==> src/rtl/score_match_controller_if.sv <==
// Port bundle between the two pushbutton processors, the match controller and the display path.
// Inputs are single-cycle strobes with no backpressure: a 1 sampled on a rising clock edge is one event.
interface score_match_controller_if;
    logic       p1_short_i;
    logic       p2_short_i;
    logic       p1_long_i;
    logic       p2_long_i;
    logic [6:0] score_p1_o;
    logic [6:0] score_p2_o;
    logic [6:0] score_o;
    logic       disp_sel_o;
    logic       disp_blank_o;
    logic       game_over_o;
    logic [1:0] winner_o;
    logic [1:0] state_o;

    modport master (
        output p1_short_i, p2_short_i, p1_long_i, p2_long_i,
        input  score_p1_o, score_p2_o, score_o, disp_sel_o, disp_blank_o,
        input  game_over_o, winner_o, state_o
    );

    modport slave (
        input  p1_short_i, p2_short_i, p1_long_i, p2_long_i,
        output score_p1_o, score_p2_o, score_o, disp_sel_o, disp_blank_o,
        output game_over_o, winner_o, state_o
    );
endinterface

==> src/rtl/score_match_controller.sv <==
// Two-player match sequencer: scoring, round-robin arbitration, win detection and display muxing.
// Optional SCOREBOARD_WIN_BY_TWO_EN: a win also needs a 2-point lead (reaching 99 always wins).
module score_match_controller #(
    parameter int WIN_SCORE      = 21,
    parameter int DISP_PERIOD_MS = 500,
    parameter int BLINK_MS       = 250
) (
    input logic clk_1khz_i,
    input logic rst_n_i,
    score_match_controller_if.slave bus
);
    localparam int CNT_MAX = (DISP_PERIOD_MS > BLINK_MS) ? DISP_PERIOD_MS : BLINK_MS;
    localparam int CNT_W   = $clog2(CNT_MAX + 1);
    localparam logic [CNT_W-1:0] DISP_LAST  = CNT_W'(DISP_PERIOD_MS - 1);
    localparam logic [CNT_W-1:0] BLINK_LAST = CNT_W'(BLINK_MS - 1);
    localparam logic [CNT_W-1:0] CNT_ONE    = CNT_W'(1);
    localparam logic [6:0] WIN_VAL   = 7'(WIN_SCORE);
    localparam logic [6:0] MAX_SCORE = 7'd99;

    typedef enum logic [1:0] {
        IDLE = 2'd0,
        PLAY = 2'd1,
        WON  = 2'd2
    } state_t;

    state_t           state, state_n;
    logic [6:0]       score_p1, score_p2, p1_n, p2_n;
    logic [6:0]       inc_p1, inc_p2;
    logic [6:0]       score_mux, score_n;
    logic             pend_p1, pend_p2, pend1_n, pend2_n;
    logic             rr_p2, rr_n;
    logic             disp_sel, sel_n;
    logic             disp_blank, blank_n;
    logic             game_over, game_over_n;
    logic [1:0]       winner, winner_n;
    logic [CNT_W-1:0] cnt, cnt_n;
    logic             req1, req2, grant1, grant2;
    logic             win_p1, win_p2;
    logic             any_long;

    assign inc_p1   = (score_p1 >= MAX_SCORE) ? MAX_SCORE : score_p1 + 7'd1;
    assign inc_p2   = (score_p2 >= MAX_SCORE) ? MAX_SCORE : score_p2 + 7'd1;
    assign any_long = bus.p1_long_i | bus.p2_long_i;

    // Only the scoring player's value changes in a cycle, so the other side's current score is the rival.
`ifdef SCOREBOARD_WIN_BY_TWO_EN
    assign win_p1 = (inc_p1 >= MAX_SCORE) ||
                    ((inc_p1 >= WIN_VAL) && (inc_p1 >= score_p2 + 7'd2));
    assign win_p2 = (inc_p2 >= MAX_SCORE) ||
                    ((inc_p2 >= WIN_VAL) && (inc_p2 >= score_p1 + 7'd2));
`else
    assign win_p1 = inc_p1 >= WIN_VAL;
    assign win_p2 = inc_p2 >= WIN_VAL;
`endif

    always_comb begin
        state_n  = state;
        p1_n     = score_p1;
        p2_n     = score_p2;
        pend1_n  = pend_p1;
        pend2_n  = pend_p2;
        rr_n     = rr_p2;
        sel_n    = disp_sel;
        blank_n  = disp_blank;
        winner_n = winner;
        cnt_n    = cnt;
        req1     = bus.p1_short_i | pend_p1;
        req2     = bus.p2_short_i | pend_p2;
        grant1   = 1'b0;
        grant2   = 1'b0;

        if (any_long) begin
            state_n  = IDLE;
            p1_n     = 7'd0;
            p2_n     = 7'd0;
            pend1_n  = 1'b0;
            pend2_n  = 1'b0;
            sel_n    = 1'b0;
            blank_n  = 1'b0;
            winner_n = 2'b00;
            cnt_n    = '0;
        end else if (state == WON) begin
            if (cnt == BLINK_LAST) begin
                blank_n = ~disp_blank;
                cnt_n   = '0;
            end else begin
                cnt_n = cnt + CNT_ONE;
            end
        end else begin
            // A pending point re-enters arbitration as a request; the flipped pointer makes it win next cycle.
            if (req1 && req2) begin
                grant1  = ~rr_p2;
                grant2  = rr_p2;
                pend1_n = rr_p2;
                pend2_n = ~rr_p2;
                rr_n    = ~rr_p2;
            end else begin
                grant1  = req1;
                grant2  = req2;
                pend1_n = 1'b0;
                pend2_n = 1'b0;
            end

            if (grant1) begin
                p1_n    = inc_p1;
                sel_n   = 1'b0;
                cnt_n   = '0;
                state_n = PLAY;
                if (win_p1) begin
                    state_n  = WON;
                    winner_n = 2'b01;
                    pend1_n  = 1'b0;
                    pend2_n  = 1'b0;
                end
            end else if (grant2) begin
                p2_n    = inc_p2;
                sel_n   = 1'b1;
                cnt_n   = '0;
                state_n = PLAY;
                if (win_p2) begin
                    state_n  = WON;
                    winner_n = 2'b10;
                    pend1_n  = 1'b0;
                    pend2_n  = 1'b0;
                end
            end else if (cnt == DISP_LAST) begin
                sel_n = ~disp_sel;
                cnt_n = '0;
            end else begin
                cnt_n = cnt + CNT_ONE;
            end
        end
    end

    assign game_over_n = (state_n == WON);
    assign score_n     = sel_n ? p2_n : p1_n;

    always_ff @(posedge clk_1khz_i or negedge rst_n_i) begin
        if (!rst_n_i) begin
            state      <= IDLE;
            score_p1   <= 7'd0;
            score_p2   <= 7'd0;
            pend_p1    <= 1'b0;
            pend_p2    <= 1'b0;
            rr_p2      <= 1'b0;
            disp_sel   <= 1'b0;
            disp_blank <= 1'b0;
            game_over  <= 1'b0;
            winner     <= 2'b00;
            cnt        <= '0;
            score_mux  <= 7'd0;
        end else begin
            state      <= state_n;
            score_p1   <= p1_n;
            score_p2   <= p2_n;
            pend_p1    <= pend1_n;
            pend_p2    <= pend2_n;
            rr_p2      <= rr_n;
            disp_sel   <= sel_n;
            disp_blank <= blank_n;
            game_over  <= game_over_n;
            winner     <= winner_n;
            cnt        <= cnt_n;
            score_mux  <= score_n;
        end
    end

    assign bus.score_p1_o   = score_p1;
    assign bus.score_p2_o   = score_p2;
    assign bus.score_o      = score_mux;
    assign bus.disp_sel_o   = disp_sel;
    assign bus.disp_blank_o = disp_blank;
    assign bus.game_over_o  = game_over;
    assign bus.winner_o     = winner;
    assign bus.state_o      = state;
endmodule

==> src/flat_wrapper.sv <==
// flat-port wrapper written by rule: the top's interface ports become plain ports
module score_match_controller_flat 
#(
    parameter int WIN_SCORE      = 21,
    parameter int DISP_PERIOD_MS = 500,
    parameter int BLINK_MS       = 250
)
  (clk_1khz_i, rst_n_i, bus_p1_short_i, bus_p2_short_i, bus_p1_long_i, bus_p2_long_i, bus_score_p1_o, bus_score_p2_o, bus_score_o, bus_disp_sel_o, bus_disp_blank_o, bus_game_over_o, bus_winner_o, bus_state_o);
  score_match_controller_if bus_i ();
  input logic clk_1khz_i;
  input logic rst_n_i;
  input wire logic [$bits(bus_i.p1_short_i)-1:0] bus_p1_short_i;
  input wire logic [$bits(bus_i.p2_short_i)-1:0] bus_p2_short_i;
  input wire logic [$bits(bus_i.p1_long_i)-1:0] bus_p1_long_i;
  input wire logic [$bits(bus_i.p2_long_i)-1:0] bus_p2_long_i;
  output wire logic [$bits(bus_i.score_p1_o)-1:0] bus_score_p1_o;
  output wire logic [$bits(bus_i.score_p2_o)-1:0] bus_score_p2_o;
  output wire logic [$bits(bus_i.score_o)-1:0] bus_score_o;
  output wire logic [$bits(bus_i.disp_sel_o)-1:0] bus_disp_sel_o;
  output wire logic [$bits(bus_i.disp_blank_o)-1:0] bus_disp_blank_o;
  output wire logic [$bits(bus_i.game_over_o)-1:0] bus_game_over_o;
  output wire logic [$bits(bus_i.winner_o)-1:0] bus_winner_o;
  output wire logic [$bits(bus_i.state_o)-1:0] bus_state_o;
  assign bus_i.p1_short_i = bus_p1_short_i;
  assign bus_i.p2_short_i = bus_p2_short_i;
  assign bus_i.p1_long_i = bus_p1_long_i;
  assign bus_i.p2_long_i = bus_p2_long_i;
  assign bus_score_p1_o = bus_i.score_p1_o;
  assign bus_score_p2_o = bus_i.score_p2_o;
  assign bus_score_o = bus_i.score_o;
  assign bus_disp_sel_o = bus_i.disp_sel_o;
  assign bus_disp_blank_o = bus_i.disp_blank_o;
  assign bus_game_over_o = bus_i.game_over_o;
  assign bus_winner_o = bus_i.winner_o;
  assign bus_state_o = bus_i.state_o;
  score_match_controller #(.WIN_SCORE(WIN_SCORE), .DISP_PERIOD_MS(DISP_PERIOD_MS), .BLINK_MS(BLINK_MS)) u_core (.clk_1khz_i(clk_1khz_i), .rst_n_i(rst_n_i), .bus(bus_i));
endmodule
==> config.mk <==
export PLATFORM = sky130hd
export DESIGN_NAME = score_match_controller_flat
export DESIGN_NICKNAME = d
export VERILOG_FILES = /design/src/rtl/score_match_controller_if.sv /design/src/rtl/score_match_controller.sv /design/src/flat_wrapper.sv
export SDC_FILE = /design/constraint.sdc
export NUM_CORES = 1
export LEC_CHECK = 0
export ABC_AREA = 1
export CAP_MARGIN = 20
export CORE_MARGIN = 1.5
export CORE_UTILIZATION = 58
export CTS_CLUSTER_SIZE = 40
export DETAILED_ROUTE_END_ITERATION = 12
export PLACE_DENSITY = 0.85
export SYNTH_ARGS = -nofsm -noshare
export SYNTH_HDL_FRONTEND = slang
export SYNTH_SLANG_ARGS = --single-unit
==> constraint.sdc <==
create_clock -name clk_1khz_i -period 2.73 [get_ports clk_1khz_i]
set_clock_uncertainty 0.05 [all_clocks]
set_input_delay 0.4095 -clock clk_1khz_i [delete_from_list [all_inputs] [get_ports clk_1khz_i]]
set_output_delay 0.4095 -clock clk_1khz_i [all_outputs]
set_load 0.02 [all_outputs]
# --- Word level (Yosys, flattened, before mapping) ---
# Cells that the tools add are included.
totals:
  register_bits: 40
  output_inout_bits: 28
  wordCells: 97
classes:
  add_sub_neg: 3
  n_lt_le_gt_ge: 4
  n_eq_ne: 6
  n_mux: 56
  bitwise: 8
  reduce_logical: 8
op_table:
  columns: ["operator", "count"]
  rows:
  - ["$mux 7", 10]
  - ["$mux 9", 6]
  - ["$mux 1", 28]
  - ["$mux 2", 12]
  - ["$add 7x1->7 const B", 2]
  - ["$ge 7x5->1 const B", 2]
  - ["$ge 7x7->1 const B", 2]
  - ["$add 9x1->9 const B", 1]
  - ["$eq 9x8->1 const B", 1]
  - ["$eq 9x9->1 const B", 1]
  - ["$reduce_bool 3->1", 2]
  - ["$not 1->1", 5]
  - ["$eq 2x2->1 const B", 2]
  - ["$reduce_and 4->1", 1]
  - ["$reduce_bool 2->1", 2]
  - ["$ne 3x1->1 const B", 1]
  - ["$or 1x1->1", 3]
  - ["$reduce_and 3->1", 1]
  - ["$ne 2x1->1 const B", 1]
  - ["$reduce_and 2->1", 1]
  - ["$logic_and 1x1->1", 1]

# --- Depth between registers and ports, before layout ---
# Gate-level depths: netlist (run 1).
depth:
  depth_word: 10
  mapped_depth: 15

# --- Worst setup path after synthesis (run 1) ---
# Ideal clock, no wire load.
synth_path:
  path_kind: "flip-flop to flip-flop"
  start: "register u_core.score_p2[0] (netlist: u_core.bus.score_p2_o[0])"
  end: "register u_core.winner[0] (netlist: u_core.bus.winner_o[0])"
  setup_ns: 0.117
  arrival_time_ns: 1.628
  required_time_ns: 2.563
  setup_slack_ns: 0.935
  stages_incl_launch_ff: 14
  path_buffers: 0
  synth_period_minus_slack_ns: 1.795
  path_cell_list: "dfrtp_1 > ha_1 > nor2_1 > nand3_1 > nand2_2 > nand2_1 > nor2_1 > nand2_1 > nand2_1 > nand2_1 > nand2_1 > nand2_1 > nand2_1 > nand2_1"
synth_between:
  elab_chain_len: 5
  elab_cells_between_ends: 6
  cone_classes: "add/sub: 1; order compare: 2; mux: 1; reduce/logical: 2"
synth_rtl:
  columns: ["element", "line", "source"]
  rows:
  - ["start: declaration", "score_match_controller.sv:27", "logic [6:0] score_p1, score_p2, p1_n, p2_n;"]
  - ["start signal: assignment", "score_match_controller.sv:155", "score_p2 <= p2_n;"]
  - ["$add 7x1->7 or $ge 7x7->1 (tied branches)", "score_match_controller.sv:42", "assign inc_p2 = (score_p2 >= MAX_SCORE) ? MAX_SCORE : score_p2 + 7'd1;"]
  - ["$mux 7 (*)", "score_match_controller.sv:42", null]
  - ["$ge 7x5->1 (*)", "score_match_controller.sv:53", "assign win_p2 = inc_p2 >= WIN_VAL;"]
  - ["$reduce_bool 3->1 (no source line) (*)", null, null]
  - ["$reduce_and 4->1 (no source line) (*)", null, null]
  - ["end signal: assignment", "score_match_controller.sv:162", "winner <= winner_n;"]
  - ["end: declaration", "score_match_controller.sv:35", "logic [1:0] winner, winner_n;"]
# Mark *: on every way between the ends. The rest lies on a longest branch, timed or not.
# A chain may end at the register's enable or synchronous reset.

# --- Worst setup path in the final report (run 1) ---
layout_path:
  start: "register u_core.score_p2[0] (netlist: u_core.bus.score_p2_o[0])"
  end: "register u_core.game_over (netlist: u_core.bus.game_over_o)"
layout_between:
  elab_chain_len: 9
  elab_cells_between_ends: 10
  cone_classes: "add/sub: 1; order compare: 2; eq/ne: 1; mux: 6"
layout_rtl:
  columns: ["element", "line", "source"]
  rows:
  - ["$add 7x1->7 or $ge 7x7->1 (tied branches)", "score_match_controller.sv:42", null]
  - ["$mux 7 (*)", "score_match_controller.sv:42", null]
  - ["$ge 7x5->1 (*)", "score_match_controller.sv:53", null]
  - ["$mux 2 (*)", "score_match_controller.sv:120", "if (win_p2) begin"]
  - ["$mux 2 (*)", "score_match_controller.sv:115", "end else if (grant2) begin"]
  - ["$mux 2 (*)", "score_match_controller.sv:104", "if (grant1) begin"]
  - ["$mux 2 (*)", "score_match_controller.sv:82", "end else if (state == WON) begin"]
  - ["$mux 2 (*)", "score_match_controller.sv:72", "if (any_long) begin"]
  - ["named net u_core.state_n[1]", "score_match_controller.sv:26", "state_t state, state_n;"]
  - ["$eq 2x2->1 (*)", "score_match_controller.sv:135", "assign game_over_n = (state_n == WON);"]
  - ["named net u_core.game_over_n", "score_match_controller.sv:34", "logic game_over, game_over_n;"]
  - ["end signal: assignment", "score_match_controller.sv:161", "game_over <= game_over_n;"]
  - ["end: declaration", "score_match_controller.sv:34", null]
# The timed path passes the listed nets; every way through them passes the cells marked *.

==> results of run 1 <==
## per-stage QoR
| stage | instance area, um^2 | total power [uW] | hold slack, ns |
|---|---|---|---|
| 6_report | 2689 | 1377 | 0.1705 |
| 5_1_grt | 2689 | 1443 | 0.2563 |
| 4_1_cts | 2689 | 1382 | 0.2048 |
| 3_5_place_dp | 2596 | 976.8 | 0.4111 |
| 3_3_place_gp | 2596 | 969.7 | 0.4071 |
| 2_1_floorplan | 2207 | 867.5 | 0.06391 |
## path summary, 6_finish.rpt
kind,slack [ns],depth (start not counted),from,end
max,0.73,13,u_core.bus.score_p2_o[0],u_core.bus.game_over_o
min,0.17,1,rst_n_i,u_core.bus.score_p2_o[3]
max reg2reg,0.73,13,u_core.bus.score_p2_o[0],u_core.bus.game_over_o
min reg2reg,0.42,2,u_core.bus.winner_o[1],u_core.bus.winner_o[1]
max in group asynchronous,1.92,1,rst_n_i,u_core.bus.score_o[4]
min in group clk_1khz_i,0.42,2,u_core.bus.winner_o[1],u_core.bus.winner_o[1]
## logic make-up (layout without fill, tap and decap cells)
family          Yosys count  after routing  share of synthesized area, %
compound gates           35             35                         10.49
xor+xnor                  6              6                         2.381
fa+ha+maj                 4              4                         2.268
buf+inv                  37             78                         6.519
flops                    40             40                         45.35
simple gates            155            155                         32.99
## synth_stat cells (all sizes together)
library cell and instances:
nand2 83, nor2 45, dfrtp 40, inv 34, nand3 20, o21ai 15, a21oi 12, ha 4
nor3 4, a211oi 3, o211ai 3, xnor2 3, xor2 3, a31oi 2, clkinv 2, nand3b 2
buf 1, nor3b 1
## cell type report
cell class | instances | area (um^2) | area share (%)
well taps | 48 | 60.06 | 2.234
clock buffers | 6 | 82.58 | 3.071
repair buffers | 34 | 332.8 | 12.38
inverters | 36 | 140.1 | 5.212
multi-input cells | 200 | 1062 | 39.51
flip-flops and latches | 40 | 1001 | 37.23
clock inverters | 2 | 10.01 | 0.3723
## metal layers
layer	share of wire (%)	wire (um)	up-vias	global-route usage, %
li1	-	-	962	-
met1	46	2037	900	31.46
met2	48	2143	51	41.67
met3	4.5	200	10	4.688
met4	1.9	85	0	9.309
met5	0	0	-	0
## where the power goes
group / internal (uW) / total (uW) / switching (uW)
clock: 202 / 409 / 207
sequential: 628 / 674 / 46.5
combinational: 114 / 293 / 179
total: 944 / 1380 / 433
## flip-flops by register name, summed over array words and instances, names as in the netlist
signal / count
u_core.cnt: 9
u_core.bus.score_p2_o: 7
u_core.bus.disp_sel_o: 1
u_core.bus.winner_o: 2
u_core.bus.game_over_o: 1
u_core.bus.disp_blank_o: 1
u_core.pend_p2: 1
u_core.bus.score_o: 7
u_core.bus.score_p1_o: 7
u_core.rr_p2: 1
u_core.bus.state_o: 2
u_core.pend_p1: 1
## worst max-delay path, cell delays in order (launching register included)
cell,delay (ns)
dfrtp_1,0.48
ha_1,0.25
nor2_1,0.15
nand3_1,0.11
nand2_2,0.13
nand3_1,0.14
nor2_2,0.13
nand2_1,0.08
nand2_1,0.09
nand2_1,0.05
nand2_1,0.05
nand2_1,0.07
nand2_1,0.07
inv_1,0.04
## cell usage in the layout, fill, tap and decap left out, types with 6 or more instances in the layout
master           instances
a21oi_1                 10
clkbuf_8                 6
clkdlybuf4s50_1         32
dfrtp_1                 40
inv_1                   30
nand2_1                 78
nand3_1                 18
nor2_1                  36
o21ai_0                 13
==> results.json, run 1 <==
{
  "outcome": "completed",
  "relSlewSlack_pct": 43.35,
  "fmax_ghz": 0.4996,
  "cts_root_buf": "clkbuf_8",
  "h-tree-depth": 2,
  "detail-route-antenna-nets": 0,
  "gr-total-overflow": 0,
  "dieHeight_um": 64.69,
  "nets": 327,
  "post_drt_wl_per_cell_um": 12.20,
  "syn_inst": 277,
  "cts_tree": "built",
  "diodes": 0,
  "hold_violations": 0,
  "clkLatencyLatePin_ns": 0.29,
  "drive_above_1_share_pct": 12.58,
  "final.period_utilization_pct": 73.32,
  "drc": 0,
  "required_ns": 2.87,
  "cts_resized": 0,
  "cap_violations": 0,
  "viasPerCell": 5.254,
  "drt-total-wl_um": 4467,
  "synth-seq-cells": 40,
  "gp_congestion": 0.8212,
  "rsz0062_at_grt": "false",
  "p_leak_uw": 0.001297,
  "fill_cells": 278,
  "arrival_ns": 2.14,
  "first_global_vias": 1880,
  "yosys-top-cells-area": "dfrtp_1 45%, nand2_1 13%, nor2_1 6.1%",
  "cts_buffers": 5,
  "layout_setup_ws_ns": 0.7284,
  "start_kind": "register",
  "finalCriticalPeriod_ns": 2.002,
  "core_area_um2": 3661,
  "ir_drop_v": 0.0002871,
  "ys_seq_area_share_pct": 45.35,
  "yosysUniqueCellTypes": 32,
  "num_rows": 22,
  "yosysTopAreaCellShare_pct": 45.35,
  "clk_path_buf_depth": 2,
  "syn-cell-area_um2": 2207,
  "hp-class": "in -> async",
  "dr.pass1.iters": 4,
  "finalMaxSlewViolations": 0,
  "cts.sink_count": 40,
  "start_util_pct": 60.29,
  "io-pin-count": 34,
  "clk_pin_slew_ns": 0.08,
  "tightest_slew_ns": 0.8498,
  "ys_warn_count": 0,
  "die_w_um": 64.69,
  "criticalPathCategory": "reg -> reg",
  "grt_antenna_before_repair": 0,
  "place_hpwl_um": 3325,
  "dp_worst_setup_slack_ns": 0.5909,
  "finalSetupTns_ns": 0,
  "dp.cells": 358,
  "drt_iter0_markers": 133,
  "post_cts_buffers": 0,
  "grt_pass1_wl_um": 8073,
  "path_max_fanout": 7,
  "cp-end-kind": "register",
  "die-area_um2": 4184,
  "vias": 1923,
  "fin_cells": 366,
  "yosys.area.top_type": "dfrtp_1",
  "io_buffer_count": 33,
  "setup_viol": 0,
  "grt_usage_pct": 24.64,
  "syn_area_per_cell_um2": 7.968,
  "syn_nets": 287,
  "syn2layout_area_growth_pct": 21.83,
  "powerDensity_nw_per_um2": 511.9,
  "final_core_util_pct": 73.45,
  "grt_max_degree": 41,
  "postCtsHoldBufs": 0
}
(Power assumes the default switching activity.)
==> inputs of run 2 (changes only) <==
--- a/config.mk
+++ b/config.mk
@@ -8,10 +8,10 @@
 export ABC_AREA = 1
 export CAP_MARGIN = 20
 export CORE_MARGIN = 1.5
-export CORE_UTILIZATION = 58
+export CORE_UTILIZATION = 48
 export CTS_CLUSTER_SIZE = 40
 export DETAILED_ROUTE_END_ITERATION = 12
-export PLACE_DENSITY = 0.85
+export PLACE_DENSITY = 0.75
 export SYNTH_ARGS = -nofsm -noshare
 export SYNTH_HDL_FRONTEND = slang
 export SYNTH_SLANG_ARGS = --single-unit
==> constraint.sdc (replaced) <==
create_clock -name clk_1khz_i -period 1.7 [get_ports clk_1khz_i]
set_clock_uncertainty 0.05 [all_clocks]
set_input_delay 0.255 -clock clk_1khz_i [delete_from_list [all_inputs] [get_ports clk_1khz_i]]
set_output_delay 0.255 -clock clk_1khz_i [all_outputs]
set_load 0.02 [all_outputs]
==> run 2 against run 1 <==
The run now ends with negative setup slack left. Sequential share of layout area down 6.8 points. First-iteration DRC count down 20%. Routed wire length increased by 37%. Sequential power increased by 60%. Power is 86% higher. Critical path type unchanged. Count of clock-buffer cells in the layout fell by 1. Critical path depth shrank 3. Clock power up 99%. Cell count is 12% higher. Non-clock buffer count rose by 39. Maximum frequency increased by 9.3%. Hold slack better by 0.18 ns.
==> results.json, run 2 (same netlist as run 1, synthesis figures left out) <==
{
  "outcome": "finished, violations left",
  "violations": "negative setup slack",
  "cp.depth": 10,
  "final_core_util_pct": 75.34,
  "cts_buffers": 5,
  "final-seq-area_um2": 1006,
  "nets": 368,
  "largest_reg_flops": 9,
  "post_drt_wl_per_cell_um": 14.88,
  "fin_total_pwr_uw": 2561,
  "gr-total-overflow": 0,
  "cts.sink_count": 40,
  "timing.rr.start": "u_core.bus.score_p2_o[0]",
  "dieHeight_um": 70.81,
  "powerDensity_nw_per_um2": 775.4,
  "clkLatencyLatePin_ns": 0.30,
  "arrival_ns": 2.03,
  "cap_violations": 0,
  "fin_cells": 411,
  "dr.pass1.iters": 4,
  "tightest_slew_ns": 0.3880,
  "viasPerCell": 5.309,
  "die-area_um2": 5014,
  "relSlewSlack_pct": 74.13,
  "grt_usage_pct": 22.60,
  "grt_antenna_before_repair": 0,
  "gp_congestion": 0.8176,
  "fmax_ghz": 0.5462,
  "io-pin-count": 34,
  "num_rows": 24,
  "cp_top_family": "flip-flops",
  "start_util_pct": 50.34,
  "die_w_um": 70.81,
  "finalCriticalPeriod_ns": 1.831,
  "required_ns": 1.90,
  "rsz0062_at_grt": "true",
  "critPathMaxStageDelay_ns": 0.44,
  "critical_path_buf_inv_count": 3,
  "grt_max_degree": 17,
  "ir_drop_v": 0.0005672,
  "clk_pin_slew_ns": 0.09,
  "hold_violations": 0,
  "io_buffer_count": 33,
  "syn2layout_area_growth_pct": 49.66,
  "path_max_fanout": 4,
  "detail-route-antenna-nets": 0,
  "criticalPathCategory": "reg -> reg",
  "fill_cells": 306,
  "ff2ff_path_depth": 10,
  "p_leak_uw": 0.001658,
  "diodes": 0,
  "clk_path_buf_depth": 2,
  "place_hpwl_um": 3820,
  "finalMaxSlewViolations": 0,
  "h-tree-depth": 2,
  "dpl_cell_area_um2": 2850,
  "critPathSlowestCell": "dfrtp_2",
  "drt-total-wl_um": 6115,
  "drive_above_1_share_pct": 37.88,
  "setup_viol": 8,
  "final_common_cell": "nand2_1",
  "final_cell_area_um2": 3303,
  "layout_common_cells": "54 x nand2_1, 36 x dfrtp_1, 35 x buf_4",
  "multi_input_area_um2": 1338,
  "core_area_um2": 4384,
  "drc": 0,
  "first_global_vias": 1994,
  "layout_setup_ws_ns": -0.1309,
  "crit_top_cell": "buf_4",
  "final.period_utilization_pct": 107.7,
  "r2r_slack_ns": -0.13,
  "top_register": "u_core.cnt",
  "start_kind": "register",
  "cts_root_buf": "clkbuf_8",
  "hp-class": "in -> async",
  "vias": 2182,
  "worstReg2RegEnd": "u_core.bus.score_p2_o[3]",
  "drt_iter0_markers": 106,
  "grt_pass1_wl_um": 8887,
  "cts_tree": "built",
  "finalSetupTns_ns": -0.5903,
  "cp-end-kind": "register",
  "dp.cells": 394,
  "crit_chain": "ha_4 -> nor2_4 -> nand3_2 -> nand2_4 -> buf_4 -> inv_1 -> o21ai_0 -> nand2_1 -> a21oi_2 -> buf_4"
}
==> run 2: cell count changes in the layout (fill, tap and decap cells not counted), moves of 8 or more <==
| cell | previous run | this run |
|---|---|---|
| buf_4 | 1 | 35 |
| clkdlybuf4s50_1 | 32 | 21 |
| dlygate4sd2_1 | 0 | 8 |
| nand2_1 | 78 | 54 |
| nand2_2 | 4 | 26 |
| nor2_1 | 36 | 26 |
| nor2_4 | 3 | 11 |
==> run 2: final cells by class <==
| cell class | instances | share of cell area (%) |
|---|---|---|
| clock buffers | 5 | 2.083 |
| well taps | 52 | 1.970 |
| flip-flops and latches | 40 | 30.45 |
| repair buffers | 73 | 19.39 |
| clock inverters | 3 | 1.288 |
| multi-input cells | 202 | 40.49 |
| inverters | 36 | 4.318 |
==> run 2: worst reg2reg max path: cells and delay by family (launching register included) <==
kind,cells,cell delay (ns)
buf+inv,3,0.31
simple gates,4,0.44
flops,1,0.44
compound gates,2,0.36
fa+ha+maj,1,0.18
==> run 2: metal layers <==
layer / share of wire (%) / track usage (%)
met1: 42 / 28.85
met2: 51 / 38.73
met3: 4.1 / 3.989
met4: 2.6 / 7.966
met5: 0 / 0
==> run 2: through the flow <==
step | setup WS (ns) | hold WS, ns
2_1_floorplan | 0.003078 | -0.09059
3_3_place_gp | -0.1311 | 0.1329
3_5_place_dp | -0.1979 | 0.1431
4_1_cts | -0.03370 | 0.3470
5_1_grt | -0.2038 | 0.3734
6_report | -0.1309 | 0.3462
==> run 2: how the worst max path moves through the flow <==
stage | start | end | slack (ns)
finish | u_core.bus.score_p2_o[0] | u_core.bus.score_p2_o[3] | -0.13
global route | u_core.bus.score_p1_o[1] | u_core.pend_p2 | -0.20
CTS | u_core.bus.score_p1_o[0] | u_core.bus.game_over_o | -0.03
detailed placement | bus_p1_short_i | u_core.cnt[6] | -0.20
global placement | bus_p1_short_i | u_core.bus.score_o[1] | -0.13
floorplan | u_core.bus.score_p2_o[0] | u_core.bus.winner_o[0] | 0.003
==> run 2: power breakdown <==
group	switching [uW]	internal, uW
Clock	377	435
Combinational	388	282
Sequential	70.4	1010
==> run 2: repair_timing <==
| action | 4_1_cts | 5_1_grt |
|---|---|---|
| pin swaps | 3 | 24 |
| hold buffers | 1 | 0 |
| cloned | 0 | 2 |
| setup endpoints to repair | 16 | 31 |
| gates resized for setup | 21 | 66 |
| endpoints found under the hold margin | 14 | 0 |
| setup buffers | 1 | 5 |
==> inputs of run 3 (changes only) <==
--- a/config.mk
+++ b/config.mk
@@ -12,6 +12,7 @@
 export CTS_CLUSTER_SIZE = 40
 export DETAILED_ROUTE_END_ITERATION = 12
 export PLACE_DENSITY = 0.75
+export SKIP_LAST_GASP = 1
 export SYNTH_ARGS = -nofsm -noshare
 export SYNTH_HDL_FRONTEND = slang
 export SYNTH_SLANG_ARGS = --single-unit
==> run 3 against run 2 <==
The run still ends with negative setup slack left. Maximum frequency up 3.4%. Register-to-register slack improved by 0.06 ns. Count of clock-buffer cells in the layout unchanged.
==> results.json, run 3 (same netlist as run 1, synthesis figures left out) <==
{
  "outcome": "finished, violations left",
  "violations": "negative setup slack",
  "gp_congestion": 0.8176,
  "powerDensity_nw_per_um2": 780.6,
  "criticalPathCategory": "reg -> reg",
  "setup_viol": 12,
  "startpoint": "u_core.bus.score_p1_o[1]",
  "cts.sink_count": 40,
  "path_max_fanout": 4,
  "place_hpwl_um": 3820,
  "gr-total-overflow": 0,
  "intPower_uw": 1723,
  "finalMaxSlewViolations": 0,
  "drt-total-wl_um": 5756,
  "grt_pass1_wl_um": 8832,
  "start_kind": "register",
  "final_common_cell": "nand2_1",
  "finalCriticalPeriod_ns": 1.771,
  "p_leak_uw": 0.001623,
  "seqPwrFrac_pct": 42.4,
  "fin_total_pwr_uw": 2543,
  "final_cell_area_um2": 3258,
  "clk_pin_slew_ns": 0.08,
  "cap_violations": 0,
  "nets": 367,
  "required_ns": 1.85,
  "switchingPower_uw": 820.2,
  "ir_drop_v": 0.0005567,
  "detail-route-antenna-nets": 0,
  "cts_root_buf": "clkbuf_8",
  "syn2layout_area_growth_pct": 47.62,
  "dieHeight_um": 70.81,
  "final.period_utilization_pct": 104.2,
  "die_w_um": 70.81,
  "drt_iter0_markers": 119,
  "io_buffer_count": 33,
  "relSlewSlack_pct": 74.86,
  "first_global_vias": 1986,
  "clk_path_buf_depth": 2,
  "fmax_ghz": 0.5646,
  "timing.rr.start": "u_core.bus.score_p1_o[1]",
  "dr.pass1.iters": 4,
  "hp-class": "in -> async",
  "num_rows": 24,
  "largest_reg_flops": 9,
  "diodes": 0,
  "critPathMaxStageDelay_ns": 0.41,
  "arrival_ns": 1.92,
  "cts_buffers": 5,
  "viasPerCell": 5.205,
  "p_clk_share_pct": 31.8,
  "clkLatencyLatePin_ns": 0.30,
  "grt_usage_pct": 22.45,
  "post_drt_wl_per_cell_um": 14.04,
  "top_register": "u_core.cnt",
  "rsz0062_at_grt": "true",
  "comb_power_share_pct": 25.8,
  "cp-end-kind": "register",
  "grt_antenna_before_repair": 0,
  "cts_tree": "built",
  "switching_share_pct": 32.25,
  "dp_worst_setup_slack_ns": -0.1979,
  "crit_chain": "buf_6 -> buf_4 -> nand2_1 -> nand3_1 -> nand2_2 -> nand3b_1 -> nand2_1 -> nand2_2 -> nand2_2 -> a21oi_4 -> buf_4 -> nand3b_1 -> nand2_1",
  "layout_common_cells": "58 x nand2_1, 36 x dfrtp_1, 34 x buf_4",
  "grt_max_degree": 17,
  "h-tree-depth": 2,
  "drc": 0,
  "dpl_cell_area_um2": 2850,
  "io-pin-count": 34,
  "hold_violations": 0,
  "critPathSlowestCell": "dfrtp_1",
  "die-area_um2": 5014,
  "fill_cells": 317,
  "finalSetupTns_ns": -0.3908,
  "drive_above_1_share_pct": 35.75,
  "tightest_slew_ns": 0.3771,
  "core_area_um2": 4384,
  "vias": 2134,
  "layout_setup_ws_ns": -0.07132,
  "start_util_pct": 50.34
}
## run 3: changes by cell type in the layout (fill, tap and decap cells not counted), moves of 2 or more
cell / before / now
inv_1: 26 / 28
nor2_4: 11 / 9
nand2_2: 26 / 23
inv_2: 7 / 5
nand2_1: 54 / 58
## run 3: worst max-delay path, delay by kind of cell, from the launching register on
family                 cells  cell delay (ns)
AND/OR/NAND/NOR            9             0.76
buffers and inverters      3             0.38
flip-flops                 1             0.41
AO/OA/AOI/OAI              1             0.07
## run 3: stage by stage
| step | util (%) | std cells | hold WS [ns] |
|---|---|---|---|
| after CTS | 68.69 | 404 | 0.3470 |
| after floorplan | - | 277 | -0.09059 |
| after detailed placement | 65.01 | 394 | 0.1431 |
| after global routing | 74.32 | 410 | 0.3774 |
| after global placement | 65.01 | 394 | 0.1329 |
| final | 74.32 | 410 | 0.3452 |
## run 3: repair_timing
| item | CTS | global route |
|---|---|---|
| endpoints found under the hold margin | 14 | 0 |
| setup endpoints to repair | 16 | 31 |
| buffers inserted | 1 | 4 |
| pin swaps | 3 | 22 |
| hold buffers | 1 | 0 |
| gates cloned | 0 | 2 |
| gates resized for setup | 18 | 57 |
## run 3: cell type report
class	instances	area, um^2	area share, %
multi-input combinational	202	1303	39.98
sequential	40	1006	30.88
timing repair buffer	72	630.6	19.35
inverter	36	142.6	4.378
clock buffer	5	68.82	2.112
tap	52	65.06	1.997
clock inverter	3	42.54	1.306
## run 3: power by group through the flow
stage	logic [uW]	registers, uW	clock network (uW)
6_report	656	1080	809
3_5_place_dp	569	1090	0
2_1_floorplan	254	1140	0
5_1_grt	705	1090	844
3_3_place_gp	559	1090	0
4_1_cts	581	1070	813
## run 3: metal layers
layer	GRT usage, %	part of all wire, %	vias to the layer above
met2	38.21	52	55
met3	3.989	3.8	11
li1	-	-	1048
met4	7.966	1.6	0
met1	28.85	43	1020
met5	0	0	-
## run 3: final timing paths
check | end | slack [ns] | depth (start not counted)
setup reg to reg | u_core.pend_p2 | -0.07 | 13
setup / recovery | u_core.pend_p2 | -0.07 | 13
hold / removal | u_core.cnt[7] | 0.35 | 2
min in group clk_1khz_i | u_core.bus.winner_o[0] | 0.42 | 2
max in group asynchronous | u_core.pend_p2 | 0.71 | 3
hold reg to reg | u_core.bus.winner_o[0] | 0.42 | 2
